===== config.mk =====
export PLATFORM = sky130hd
export DESIGN_NAME = spi_byte_trx
export DESIGN_NICKNAME = d
export VERILOG_FILES = /design/src/rtl/spi_pkg.sv /design/src/rtl/spi_pin_sync.sv /design/src/rtl/spi_byte_trx.sv
export SDC_FILE = /design/constraint.sdc
export NUM_CORES = 1
export LEC_CHECK = 0
export CAP_MARGIN = 20
export CORE_MARGIN = 4
export CORE_UTILIZATION = 45
export CTS_CLUSTER_DIAMETER = 120
export CTS_CLUSTER_SIZE = 8
export DETAILED_ROUTE_END_ITERATION = 16
export PLACE_DENSITY = 0.67
export SYNTH_ARGS = -nofsm -noshare
export SYNTH_HDL_FRONTEND = slang
export SYNTH_HIERARCHICAL = 1
export SYNTH_SLANG_ARGS = --single-unit

===== constraint.sdc =====
create_clock -name clk -period 1.7 [get_ports clk]
set_clock_uncertainty 0.15 [all_clocks]
set_input_delay 0.255 -clock clk [delete_from_list [all_inputs] [get_ports clk]]
set_output_delay 0.255 -clock clk [all_outputs]
set_load 0.02 [all_outputs]

===== src/rtl/spi_pkg.sv =====
// Shared constants and types for the SPI byte transceiver.
package spi_pkg;

  localparam int SPI_BITS_PER_BYTE = 8;
  localparam logic [SPI_BITS_PER_BYTE-1:0] IDLE_TX_DFLT = 8'h00;

  typedef logic [2:0] bit_cnt_t;

endpackage


===== src/rtl/spi_pin_sync.sv =====
// Multi-flop pin synchroniser with a history flop for single-cycle edge pulses.
module spi_pin_sync #(
  parameter int   SYNC_STAGES = 2,
  parameter logic RST_VAL     = 1'b0
) (
  input  logic clk,
  input  logic rst_n,
  input  logic pin,
  output logic level,
  output logic rise,
  output logic fall
);

  logic [SYNC_STAGES-1:0] chain_q;
  logic                   hist_q;

  always_ff @(posedge clk or negedge rst_n) begin
    if (!rst_n) begin
      chain_q <= {SYNC_STAGES{RST_VAL}};
      hist_q  <= RST_VAL;
    end else begin
      chain_q <= {chain_q[SYNC_STAGES-2:0], pin};
      hist_q  <= chain_q[SYNC_STAGES-1];
    end
  end

  assign level = chain_q[SYNC_STAGES-1];
  assign rise  = level & ~hist_q;
  assign fall  = ~level & hist_q;

endmodule


===== src/rtl/spi_byte_trx.sv =====
// Mode-0 MSB-first SPI slave: byte receive with pop strobe, one response byte per slot on miso.
module spi_byte_trx
  import spi_pkg::*;
#(
  parameter int         SYNC_STAGES = 2,
  parameter logic [7:0] IDLE_TX     = IDLE_TX_DFLT
) (
  input  logic       clk,
  input  logic       rst_n,
  input  logic       sck,
  input  logic       mosi,
  input  logic       ss,
  output logic       miso,
  output logic       rst_o,
  output logic [7:0] data_o,
  output logic       ack_pop_o,
  input  logic [7:0] data_i,
  input  logic       ack_i,
  output logic       tx_underrun_o
);

  localparam bit_cnt_t LAST_BIT = bit_cnt_t'(SPI_BITS_PER_BYTE - 1);

  logic sck_lvl, sck_rise, sck_fall;
  logic ss_lvl, ss_rise, ss_fall;
  logic unused_ss_edges;
  logic [SYNC_STAGES-1:0] mosi_sync_q;
  logic mosi_lvl;

  bit_cnt_t   bit_cnt;
  logic [7:0] rx_sr;
  logic [7:0] tx_sr;
  logic [7:0] hold_q;
  logic       hold_vld;
  logic       byte_done;
  logic       slot_pend;
  logic       slot_edge;

  spi_pin_sync #(.SYNC_STAGES(SYNC_STAGES), .RST_VAL(1'b0)) u_sck_sync (
    .clk(clk), .rst_n(rst_n), .pin(sck), .level(sck_lvl), .rise(sck_rise), .fall(sck_fall)
  );

  // ss resets to deselected so the engine is held in reset until a real select arrives.
  spi_pin_sync #(.SYNC_STAGES(SYNC_STAGES), .RST_VAL(1'b1)) u_ss_sync (
    .clk(clk), .rst_n(rst_n), .pin(ss), .level(ss_lvl), .rise(ss_rise), .fall(ss_fall)
  );

  // Deselect is level-driven, so a mid-byte ss rise needs no special handling.
  assign unused_ss_edges = ss_rise | ss_fall | sck_lvl;

  always_ff @(posedge clk or negedge rst_n) begin
    if (!rst_n) mosi_sync_q <= '0;
    else        mosi_sync_q <= {mosi_sync_q[SYNC_STAGES-2:0], mosi};
  end

  assign mosi_lvl  = mosi_sync_q[SYNC_STAGES-1];
  assign slot_edge = sck_fall && slot_pend && (bit_cnt == '0);

  always_ff @(posedge clk or negedge rst_n) begin
    if (!rst_n) begin
      rst_o         <= 1'b1;
      data_o        <= 8'h00;
      ack_pop_o     <= 1'b0;
      miso          <= 1'b0;
      tx_underrun_o <= 1'b0;
      bit_cnt       <= '0;
      rx_sr         <= 8'h00;
      tx_sr         <= IDLE_TX;
      hold_q        <= 8'h00;
      hold_vld      <= 1'b0;
      byte_done     <= 1'b0;
      slot_pend     <= 1'b0;
    end else begin
      // NOTE: strobes default low here with non-blocking assigns; a later assign in this block wins.
      ack_pop_o     <= 1'b0;
      tx_underrun_o <= 1'b0;
      byte_done     <= 1'b0;
      rst_o         <= ss_lvl;
      miso          <= ss_lvl ? 1'b0 : tx_sr[7];

      if (byte_done) begin
        data_o    <= rx_sr;
        ack_pop_o <= 1'b1;
      end

      if (ss_lvl) begin
        bit_cnt   <= '0;
        hold_vld  <= 1'b0;
        tx_sr     <= IDLE_TX;
        slot_pend <= 1'b0;
      end else begin
        if (sck_rise) begin
          rx_sr   <= {rx_sr[6:0], mosi_lvl};
          bit_cnt <= bit_cnt + 3'd1;
          if (bit_cnt == LAST_BIT) begin
            byte_done <= 1'b1;
            slot_pend <= 1'b1;
          end
        end

        if (slot_edge) begin
          slot_pend <= 1'b0;
          hold_vld  <= 1'b0;
          if (ack_i) begin
            tx_sr <= data_i;
          end else if (hold_vld) begin
            tx_sr <= hold_q;
          end else begin
            tx_sr         <= IDLE_TX;
            tx_underrun_o <= 1'b1;
          end
        end else begin
          if (sck_fall) tx_sr <= {tx_sr[6:0], 1'b0};
          if (ack_i) begin
            hold_q   <= data_i;
            hold_vld <= 1'b1;
          end
        end
      end
    end
  end

endmodule


==> impl_metrics.json, run 1 <==
{
  "first_global_vias": 1246,
  "maxSlewHeadroom": 0.638,
  "rsz0062_at_grt": "false",
  "rows": 23,
  "cp_top_family": "buffers and inverters",
  "fp.dieArea_mm2": 0.00542,
  "cts_setup_buffers": 0,
  "ir_drop_v": 0.000462,
  "hp-start": "u_sck_sync/chain_q[0]",
  "worst_slew_pin_slew_ns": 0.543,
  "first_iter_violations": 86,
  "drtPass1Iterations": 4,
  "io_pins": 26,
  "cts_inserted_buffers": 5,
  "post_layout_nonfiller_instances": 218,
  "antennaDiodeCount": 0,
  "fin_tns_setup_ns": 0,
  "crit-reg2reg-launch": "u_sck_sync/chain_q[1]",
  "place_hpwl_um": 2380,
  "holdWs_ns": 0.209,
  "avgRoutedWirePerCell_um": 15.3,
  "die_height_um": 73.7,
  "start_util": 0.475,
  "crit_required_ns": 1.29,
  "path_class": "reg -> out",
  "antenna_found_initial": 0,
  "finalPower_mw": 2.25,
  "clockBufferDepth": 2,
  "cellLeakagePower_nw": 1.18,
  "fp.dieW_um": 73.7,
  "cp-startpoint": "data_o[2]",
  "path_cells": "clkdlybuf4s50_1",
  "synth.net_count": 151,
  "io_buffers": 25,
  "netlist_area_mm2": 0.00194,
  "start_kind": "register",
  "finalWirelength_um": 3350,
  "final_nets": 184,
  "critPathMaxFanout": 2,
  "cts_num_sinks": 49,
  "coreArea_mm2": 0.00409,
  "clk_latency_ns": 0.29,
  "htree_levels": 2,
  "ant_nets": 0,
  "clkSlewWorstSetupHoldPaths_ns": 0.08,
  "fillers": 322,
  "cts_root_buf": "clkbuf_8",
  "finalCritPeriodShare": 0.969,
  "grt_pass1_wl_um": 5920,
  "cts_tree": "built",
  "drt-vias-per-instance": 5.47,
  "hold_violations": 0,
  "cp.arrival_ns": 1.24,
  "crit_buf_inv": 1,
  "outcome": "complete, no violations",
  "hp-class": "reg -> reg",
  "layout-drive-gt1-share": 0.274,
  "maxCapViolations": 0,
  "end_kind": "primary output",
  "cpPeakStageDelay_ns": 0.60,
  "final-max-slew-violation-count": 0,
  "power_density_mw_per_mm2": 946,
  "slowest_stage": "clkdlybuf4s50_1",
  "grtUsageTotal": 0.143,
  "grt_overflow": 0,
  "period_minus_slack_ns": 1.65,
  "dpl_cell_area_mm2": 0.00227,
  "num_vias": 1192,
  "grt_max_degree": 27,
  "avgSynthCellArea_um2": 14.5,
  "area_delta_synth_final_pct": 22.8,
  "max_freq_ghz": 0.607,
  "syn_inst": 134,
  "setup_viol": 0,
  "ys.warnings.count": 6,
  "route.detailed.drc": 0,
  "dpl.cell_count": 209,
  "design_area_mm2": 0.00238,
  "gp_congestion": 0.792
}
## flip-flops by register name, summed over array words and instances, names as in the netlist, 2 cells and up
| signal | cells |
|---|---|
| tx_sr | 8 |
| u_sck_sync/chain_q | 2 |
| rx_sr | 8 |
| hold_q | 8 |
| data_o | 8 |
| bit_cnt | 3 |
| u_ss_sync/chain_q | 2 |
| mosi_sync_q | 2 |
## placed cells by master, fill, tap and decap left out, drive strengths merged
master / n
a21oi: 2
and3b: 1
dlygate4sd3: 1
dfstp: 3
a32oi: 5
clkdlybuf4s50: 18
nor4: 1
buf: 7
a22oi: 7
nand4b: 2
clkbuf: 8
nor2: 5
mux2i: 2
nor3b: 1
o21ai: 7
nor2b: 4
ha: 3
and4b: 1
dlymetal6s2s: 5
nand2: 3
nor3: 2
dfrtp: 46
xnor2: 1
o211ai: 1
and2: 1
and2b: 2
a31oi: 1
mux2: 24
dlygate4sd2: 1
inv: 2
nand3b: 1
## worst register-to-register path, cell delays in order, from the launching register on
cell and delay (ns):
dfrtp_1 0.39, and2b_2 0.29, nand4b_4 0.14, nand3b_4 0.17
mux2_2 0.36
## report_power, final
group	switching, mW	internal (mW)	leakage [nW]
registers	0.0824	1.29	0.631
logic	0.0985	0.145	0.510
clock network	0.348	0.293	0.0395
total	0.529	1.72	1.18
## through the flow
step / setup WS (ns) / util
2_1_floorplan: 0.142 / -
3_3_place_gp: -0.0779 / 0.555
3_5_place_dp: -0.142 / 0.555
4_1_cts: 0.0246 / 0.578
5_1_grt: 0.000405 / 0.583
6_report: 0.0529 / 0.583
## path summary, 6_finish.rpt
check / to / cells past startpoint / slack, ns
setup / recovery: data_o[2] / 1 / 0.05
hold / removal: u_sck_sync/chain_q[1] / 0 / 0.21
setup reg to reg: hold_q[0] / 4 / 0.09
hold reg to reg: u_sck_sync/chain_q[1] / 0 / 0.21
max in group asynchronous: u_ss_sync/chain_q[1] / 3 / 0.58
min in group asynchronous: tx_underrun_o / 2 / 0.27
## layer usage
layer	vias up	track usage	routed length [µm]
met2	41	0.210	1540
met3	2	0.0465	203
met1	600	0.204	1580
met4	0	0.0423	19
met5	-	0	0
li1	549	-	-
## final cells by class
| class | instances | area (µm²) | area share |
|---|---|---|---|
| tap | 50 | 62.6 | 0.0263 |
| timing repair buffer | 32 | 324 | 0.136 |
| clock buffer | 8 | 80.1 | 0.0336 |
| sequential | 49 | 1230 | 0.516 |
| multi-input combinational | 77 | 678 | 0.285 |
| inverter | 2 | 7.51 | 0.00315 |
## what timing repair did
item | in CTS | in global routing
resized for setup | 2 | 8
hold buffers | 1 | 0
hold endpoints to repair | 14 | 0
endpoints found under the setup margin | 9 | 20
Power figures use the tool's default switching activity.
==> run 2: changes to the inputs <==
- SYNTH_HIERARCHICAL: 1 -> unset
==> run 2 against run 1 <==
The run now ends with negative setup slack left. First-iteration DRC count down 50%. Sequential cell count unchanged. Combinational power up 15%. Worst setup slack worse by 0.089 ns. Design area up 6.0%. Non-clock buffer count up 7. Critical path depth up 5. Critical path type is now reg -> reg. Critical endpoint is now hold_q[3]. Highest routed layer unchanged.
==> impl_metrics.json, run 2 <==
{
  "ir_drop_v": 0.000390,
  "ant_nets": 0,
  "ys.warnings.count": 0,
  "rr_worst_depth": 6,
  "rsz0062_at_grt": "true",
  "io_buffers": 25,
  "clockBufferDepth": 2,
  "cts_root_buf": "clkbuf_8",
  "num_vias": 1275,
  "htree_levels": 2,
  "outcome": "finished, violations left",
  "cpPeakStageDelay_ns": 0.39,
  "drtPass1Iterations": 4,
  "first_global_vias": 1309,
  "hp-start": "ss",
  "fp.dieArea_mm2": 0.00557,
  "period_minus_slack_ns": 1.74,
  "layout-drive-gt1-share": 0.328,
  "synth_top_cells_by_area": "dfrtp_1, mux2_2, dfstp_2",
  "synth_top_area_share": 0.576,
  "max_freq_ghz": 0.576,
  "wl_met3_um": 191,
  "cts_num_sinks": 49,
  "avgSynthCellArea_um2": 13.6,
  "hold_violations": 0,
  "netlist_area_mm2": 0.00200,
  "clk_latency_ns": 0.30,
  "crit-reg2reg-launch": "bit_cnt[1]",
  "clkSlewWorstSetupHoldPaths_ns": 0.08,
  "final_nets": 199,
  "r2r_end": "hold_q[3]",
  "path_class": "reg -> reg",
  "gp_congestion": 0.779,
  "area_delta_synth_final_pct": 26.3,
  "async_flop_share": 1.00,
  "power_density_mw_per_mm2": 907,
  "ys_seq_area_frac": 0.615,
  "dpl.cell_count": 221,
  "holdPathStages": 1,
  "start_util": 0.482,
  "syn_inst": 147,
  "cp.arrival_ns": 1.77,
  "yosysUniqueCellTypes": 34,
  "antenna_found_initial": 0,
  "cts_tree": "built",
  "end_kind": "register",
  "fillers": 340,
  "slowest_stage": "dfrtp_1",
  "final_cell_mix": "dfrtp_1, clkdlybuf4s50_1, mux2_2",
  "post-route-util": 0.609,
  "top_layer_used": "met4",
  "synth.net_count": 164,
  "die_height_um": 74.7,
  "post_layout_nonfiller_instances": 233,
  "wl_met2_um": 1820,
  "path_cells": "inv_1, ha_2, nand3b_1, o211ai_4, buf_6, mux2_4",
  "crit_required_ns": 1.74,
  "synthMostInstantiatedCell": "dfrtp_1",
  "synthFlopType": "dfrtp_1",
  "cellLeakagePower_nw": 1.26,
  "place_hpwl_um": 2570,
  "yosys.area.top_type": "dfrtp_1",
  "grt_overflow": 0,
  "setup_slack_ns": -0.0361,
  "avgRoutedWirePerCell_um": 15.9,
  "setup_viol": 8,
  "yosys-top-cells-count": "dfrtp_1, mux2_2, a22oi_1, nand2_1, nand4_1",
  "grt_pass1_wl_um": 6150,
  "cts_inserted_buffers": 5,
  "grtUsageTotal": 0.151,
  "critPathMaxFanout": 4,
  "finalWirelength_um": 3700,
  "ys_ff_latch": 49,
  "coreArea_mm2": 0.00414,
  "r2r_slack_ns": -0.04,
  "finalCritPeriodShare": 1.02,
  "hp-class": "in -> reg",
  "io_pins": 26,
  "met1Wirelength_um": 1610,
  "start_kind": "register",
  "rows": 23,
  "worst_slew_pin_slew_ns": 0.538,
  "mostFrequentLayoutCell": "dfrtp_1",
  "antennaDiodeCount": 0,
  "maxCapViolations": 0,
  "violations": "negative setup slack",
  "fp.dieW_um": 74.7,
  "route.detailed.drc": 0,
  "holdPathEnd": "u_ss_sync.chain_q[0]",
  "drt-vias-per-instance": 5.47,
  "grt_max_degree": 32,
  "final-max-slew-violation-count": 0,
  "synth_edf_count": 0,
  "maxSlewHeadroom": 0.641,
  "first_iter_violations": 43
}
==> run 2: kinds of logic (layout without fill, tap and decap cells) <==
group / after synthesis / after routing / synth area share
flops: 49 / 49 / 0.615
simple gates: 36 / 36 / 0.0989
mux: 26 / 26 / 0.145
compound gates: 17 / 17 / 0.0757
buf+inv: 15 / 51 / 0.0419
fa+ha+maj: 3 / 3 / 0.0188
xor+xnor: 1 / 1 / 0.00438
==> run 2: power breakdown <==
group	internal, mW	switching, mW	total, mW
clock	0.285	0.360	0.645
sequential	1.29	0.0761	1.36
combinational	0.171	0.111	0.281
total	1.74	0.547	2.29
==> run 2: stage by stage <==
stage	instance area [µm²]	worst slack (ns)	power (mW)	hold WS, ns	TNS (ns)
2_1_floorplan	2000	0.00805	1.52	-0.191	0
3_3_place_gp	2330	-0.0836	1.62	0.0662	-0.875
3_5_place_dp	2330	-0.120	1.64	0.0827	-1.38
4_1_cts	2430	-0.0591	2.30	0.187	-0.613
5_1_grt	2520	-0.121	2.42	0.185	-1.20
6_report	2520	-0.0361	2.29	0.200	-0.259
==> run 2: critical path, delay by kind of cell, from the launching register on <==
| kind | cells | cell delay [ns] |
|---|---|---|
| flip-flops | 1 | 0.39 |
| multiplexers | 1 | 0.30 |
| AO/OA/AOI/OAI | 1 | 0.24 |
| buffers and inverters | 2 | 0.22 |
| AND/OR/NAND/NOR | 1 | 0.17 |
| adder cells (fa/ha/maj) | 1 | 0.16 |
==> run 2: final cells by class <==
class,count,area (µm²),share of cell area
Sequential cell,49,1230,0.487
Multi-Input combinational cell,83,748,0.296
Timing Repair Buffer,39,387,0.153
Clock buffer,6,72.6,0.0287
Tap cell,50,62.6,0.0248
Inverter,4,15.0,0.00595
Clock inverter,2,10.0,0.00396
==> run 2: worst max-delay path by stage <==
| stage | cells past startpoint | start | slack (ns) | end |
|---|---|---|---|---|
| 2_1_floorplan | 6 | bit_cnt[0] | 0.008 | hold_q[1] |
| 3_3_place_gp | 4 | ack_i | -0.08 | tx_sr[1] |
| 3_5_place_dp | 4 | ack_i | -0.12 | tx_sr[5] |
| 4_1_cts | 5 | bit_cnt[1] | -0.06 | tx_sr[5] |
| 5_1_grt | 6 | bit_cnt[1] | -0.12 | hold_q[2] |
| 6_report | 6 | bit_cnt[1] | -0.04 | hold_q[3] |
==> run 2: metal layers <==
metal  up-vias  global-route usage
li1        593                   -
met1       649               0.180
met2        27               0.250
met3         6              0.0467
met4         0              0.0711
met5         -                   0
==> run 2: timing repair <==
| action | in CTS | in global routing |
|---|---|---|
| hold endpoints to repair | 15 | 0 |
| endpoints found under the setup margin | 16 | 22 |
| pin swaps | 1 | 4 |
| hold buffers | 1 | 0 |
| buffers inserted | 2 | 1 |
| gates resized for setup | 1 | 22 |
==> run 3: changes to the inputs <==
- CAP_MARGIN: 20 -> 15
==> results of run 3 <==
Same layout as run 2: the final DEF is identical, and so are final timing and power.
